$ cat config.mk
export PLATFORM = sky130hd
export DESIGN_NAME = video_counter
export DESIGN_NICKNAME = d
export VERILOG_FILES = /design/src/rtl/video_timing_pkg.sv /design/src/rtl/mod_counter.sv /design/src/rtl/video_counter.sv
export SDC_FILE = /design/constraint.sdc
export NUM_CORES = 1
export LEC_CHECK = 0
export CAP_MARGIN = 20
export CORE_MARGIN = 1
export CORE_UTILIZATION = 45
export CTS_BUF_LIST = sky130_fd_sc_hd__clkbuf_8
export CTS_CLUSTER_DIAMETER = 60
export DETAILED_ROUTE_END_ITERATION = 12
export GPL_TIMING_DRIVEN = 0
export PLACE_DENSITY = 0.85
export SYNTH_ARGS = -nofsm -noshare
export SYNTH_HDL_FRONTEND = slang
export SYNTH_HIERARCHICAL = 1
export SYNTH_SLANG_ARGS = --single-unit
$ cat constraint.sdc
create_clock -name clk -period 2.1 [get_ports clk]
set_input_delay 0.525 -clock clk [delete_from_list [all_inputs] [get_ports clk]]
set_output_delay 0.525 -clock clk [all_outputs]
set_load 0.01 [all_outputs]
$ cat src/rtl/video_timing_pkg.sv
// Shared 800x600@60 SVGA raster constants and types, common to the raster
// counter and the downstream sync generators.
package video_timing_pkg;

    localparam int H_VISIBLE    = 800;
    localparam int H_SYNC_START = 840;
    localparam int H_SYNC_END   = 968;
    localparam int H_TOTAL      = 1056;

    localparam int V_VISIBLE    = 600;
    localparam int V_SYNC_START = 601;
    localparam int V_SYNC_END   = 605;
    localparam int V_TOTAL      = 628;

    localparam int HC_W = 11;
    localparam int VC_W = 10;

    typedef logic [HC_W-1:0] hCount_t;
    typedef logic [VC_W-1:0] vCount_t;

    typedef struct packed {
        logic lineEnd;
        logic frameStart;
    } strobes_t;

endpackage

$ cat src/rtl/mod_counter.sv
// Enabled modulo counter: wraps to 0 after TERM, on clr, or from any
// out-of-range value, and flags the wrap combinationally in the same cycle.
module mod_counter #(
    parameter int W    = 11,
    parameter int TERM = 1055
) (
    input  logic         clk,
    input  logic         rst,
    input  logic         en,
    input  logic         clr,
    output logic [W-1:0] count,
    output logic         wrap
);

    localparam logic [W-1:0] TERM_V = W'(TERM);

    // >= rather than == so a corrupted count recovers on its next step
    assign wrap = en && (clr || (count >= TERM_V));

    always_ff @(posedge clk) begin
        if (rst)
            count <= '0;
        else if (en)
            count <= wrap ? '0 : count + W'(1);
    end

endmodule

$ cat src/rtl/video_counter.sv
// Free-running raster counter: pixel/line counts, line and frame strobes,
// and a completed-frame counter, with hRst/vRst resynchronisation.
module video_counter #(
    parameter int H_TOTAL = video_timing_pkg::H_TOTAL,
    parameter int V_TOTAL = video_timing_pkg::V_TOTAL,
    parameter int FC_W    = 8
) (
    input  logic            clk,
    input  logic            rst,
    input  logic            pixEn,
    input  logic            hRst,
    input  logic            vRst,
    output logic [10:0]     hCount,
    output logic [9:0]      vCount,
    output logic            lineEnd,
    output logic            frameStart,
    output logic [FC_W-1:0] frameCount
);

    import video_timing_pkg::*;

    logic     lineAdv;
    logic     frameAdv;
    strobes_t strobes;

    mod_counter #(
        .W    (HC_W),
        .TERM (H_TOTAL - 1)
    ) uHCnt (
        .clk   (clk),
        .rst   (rst),
        .en    (pixEn),
        .clr   (hRst),
        .count (hCount),
        .wrap  (lineAdv)
    );

    // vRst only matters on line-advance cycles since en gates the clear
    mod_counter #(
        .W    (VC_W),
        .TERM (V_TOTAL - 1)
    ) uVCnt (
        .clk   (clk),
        .rst   (rst),
        .en    (lineAdv),
        .clr   (vRst),
        .count (vCount),
        .wrap  (frameAdv)
    );

    always_ff @(posedge clk) begin
        if (rst) begin
            strobes    <= '0;
            frameCount <= '0;
        end else begin
            strobes.lineEnd    <= lineAdv;
            strobes.frameStart <= frameAdv;
            if (frameAdv)
                frameCount <= frameCount + FC_W'(1);
        end
    end

    assign lineEnd    = strobes.lineEnd;
    assign frameStart = strobes.frameStart;

endmodule

==> summary.md <==
| Metric | Value |
|---|---|
| Status | `finished with violations` |
| Failing checks | `design-rule violations` |
| GRT Total Usage | `0.207` |
| Worst-Margin Slew | `~0.43 ns` |
| Power Total | `about 1.1 mW` |
| Critical Path AT | `between 2 and 2.5 ns` |
| Seq/Total Area, Yosys | `0.447` |
| Top cell type by total area after synthesis | `dfxtp_1` |
| Hold Path Cell Cnt | `2` |
| Worst-case clock buffer depth | `2` |
| Num CTS Buffers | `5` |
| Post-Syn Area per Cell | `9.38 um^2` |
| Cell breakdown of the critical path | `or4_4 > a2111oi_4 > nor2_4 > buf_4 > nand4_1 > nor2_1 > xnor2_1 > nor2_1` |
| Setup_tns | `0 ns` |
| Layout cells sized above 1 | `0.155` |
| Clock insertion delay at the later pin of the skew report | `roughly 0.28 ns` |
| Drt first pass iters | `8` |
| Slew margin rel. | `0.716` |
| CTS tree | `done` |
| Max Cap Viol | `0` |
| CP top delay family | `simple AND/OR/NAND/NOR gates` |
| Top-count cell post-synth | `dfxtp_1` |
| H-tree levels | `2` |
| Most used cell, CP | `nor2_1` |
| Core area | `roughly 2800 um^2` |
| Number of synthesized flops with an enable pin | `0` |
| Full die area | `3310 um^2` |
| Async set-reset flop share out of synthesis | `0` |
| Area Overhead vs Synth | `38.6%` |
| Critical path required time | `2.25 ns` |
| Initial drt markers | `37` |
| Synth top area share | `0.447` |
| Max Clk Rate | `between 500 and 600 MHz` |
| Port bufs | `34` |
| Starting Density | `0.491` |
| Synth Register Bits | `31` |
| DIE WIDTH | `57.6 um` |
| Power Density | `~570 nW/um^2` |
| Final hold slack | `approximately 0.5 ns` |
| Critical path class | `reg2reg` |
| Routed wire length per instance | `about 13 um` |
| Startpoint Class | `flop` |
| Post-Route WL | `between 2000 and 3000 um` |
| Fin. max-slew vios | `0` |
| Fin worst setup slack | `around 0.11 ns` |
| DP Wirelength | `2110 um` |
| Vias/cell | `between 5 and 6` |
| Final hold violations | `0` |
| Syn_nets | `156` |
| Final net count | `200` |
| Most instantiated cells after synthesis | `dfxtp_1 (31), nor2_1 (29), xor2_1 (16)` |
| Antenna diode count | `0` |
| WP buf/inv | `1` |
| Worst hold path type | `reg2reg` |
| Initial antenna violation count | `0` |
| Main synth FF type | `dfxtp_1` |
| Congestion Overflow GR | `0` |
| Crit path depth | `8` |
| Filler cells | `between 200 and 250` |
| Cell leakage power | `about 0.72 nW` |
| R2R cell count | `8` |
| Largest stage delay, worst path | `between 0.5 and 0.6 ns` |
| GP Congestion | `slightly below 0.8` |
| Top-Level Pins | `36` |
| Peak supply drop | `roughly 360 uV` |
| Top post-synthesis cells by area | `dfxtp_1 (45%), xor2_1 (10%), nor2_1 (7.8%), xnor2_1 (4.4%), nand4_1 (3.2%)` |
| Cell Rows | `19` |
| Synthesized instance count | `148` |
| Period utilization | `0.947` |
| Tmin final | `just under 2 ns` |
| Dpl ws | `-0.514 ns` |
| Cell Area, Synth | `between 1000 and 1500 um^2` |
| Clock Pin Slew Worst Setup and Hold Paths | `around 0.060 ns` |
| Sink Count | `31` |
| Worst setup EP type | `flop` |
| Vias | `1201` |
| Number of global-route vias before repair | `1154` |
| Root buffer cell | `clkbuf_8` |
| Clock Skew | `about 0.0054 ns` |
| Antenna-violating nets left | `0` |
| Slowest cell on crit path | `or4_4` |
| Synth unique cells | `31` |
| Final setup viols | `0` |
| Synth warnings | `6` |
| Pin count of the biggest net entering global routing | `11` |
| Crit-path max FO | `6` |
| Vert. Die Dim | `roughly 58 um` |
| Global-route wire length before repair | `5050 um` |
| DRC viols | `3` |
==> cells by family after synthesis <==
| group | Yosys count | share of synthesized area |
|---|---|---|
| and+or+nand+nor | 68 | 0.251 |
| DFF | 31 | 0.447 |
| xor gates and xnor gates | 23 | 0.145 |
| AOI/OAI and AO/OA | 14 | 0.0829 |
| buffers and inverters | 6 | 0.0252 |
| muxes | 3 | 0.0216 |
| adders and majority gates | 3 | 0.0270 |
==> worst paths after layout <==
kind | from | endpoint | slack [ns]
max | uHCnt/count[6]$_SDFFE_PP0P_ | uVCnt/count[6]$_SDFFE_PP0P_ | 0.11
min | frameCount[7]$_SDFFE_PP0P_ | frameCount[7]$_SDFFE_PP0P_ | 0.51
max reg2reg | uHCnt/count[6]$_SDFFE_PP0P_ | uVCnt/count[6]$_SDFFE_PP0P_ | 0.11
min reg2reg | frameCount[7]$_SDFFE_PP0P_ | frameCount[7]$_SDFFE_PP0P_ | 0.51
==> power breakdown <==
group          leakage, nW  internal (mW)  switching (mW)
combinational        0.418         0.0380          0.0363
clock               0.0505          0.222           0.207
sequential           0.253          0.593         0.00924
==> timing repair <==
| action | CTS | global route |
|---|---|---|
| gates resized for setup | 14 | 5 |
| setup buffers | 4 | 1 |
| cloned | 0 | 0 |
| hold buffers | 0 | 0 |
| pin swaps | 2 | 3 |
| setup endpoints to repair | 11 | 16 |
==> cell type report <==
cell class                 count  area [um^2]  area share
multi-input combinational    111          773       0.402
sequential                    31          631       0.328
timing repair buffer          39          377       0.196
clock buffer                   5         68.8      0.0358
tap                           31         38.8      0.0202
buffer                         3         20.0      0.0104
clock inverter                 3         12.5     0.00650
inverter                       1         3.75     0.00195
==> cells in the final DEF (no fill, tap or decap), types with 2 or more instances in the layout <==
cell | synthesis | routed
a21oi_1 | 4 | 4
and3_2 | 1 | 2
and4_1 | 3 | 2
buf_4 | 1 | 5
clkbuf_8 | 0 | 5
clkdlybuf4s50_1 | 0 | 33
dfxtp_1 | 31 | 27
dfxtp_2 | 0 | 2
dfxtp_4 | 0 | 2
ha_1 | 3 | 2
inv_1 | 1 | 3
mux2i_1 | 3 | 3
nand2_1 | 7 | 7
nand3_1 | 8 | 8
nand4_1 | 7 | 7
nor2_1 | 29 | 28
nor2b_1 | 3 | 3
o21ai_0 | 4 | 3
or3_1 | 4 | 4
xnor2_1 | 7 | 7
xor2_1 | 16 | 16
==> tightest hold or removal path, stage by stage (launching register included) <==
cell,delay (ns)
dfxtp_1,0.32
o21ai_0,0.07
a21oi_1,0.06
==> sequential cells by signal, indices dropped and copies added (netlist names) <==
signal	cells
uHCnt/count	11
uVCnt/count	10
frameCount	8
frameStart	1
lineEnd	1
==> metrics by stage <==
step           cells  area [um^2]  utilization
3_3_place_gp     213         1770        0.625
2_1_floorplan    148         1390            -
6_report         224         1920        0.680
5_1_grt          224         1920        0.680
4_1_cts          224         1900        0.671
3_5_place_dp     213         1770        0.625
==> per-layer routing <==
| metal | vias to the layer above | part of all wire | wire length, um | GRT usage |
|---|---|---|---|---|
| li1 | 596 | - | - | - |
| met1 | 562 | 0.44 | 1320 | 0.233 |
| met2 | 35 | 0.47 | 1400 | 0.329 |
| met3 | 8 | 0.060 | 180 | 0.0794 |
| met4 | 0 | 0.028 | 84 | 0.129 |
| met5 | - | 0 | 0 | 0 |
Power figures use the tool's default switching activity.
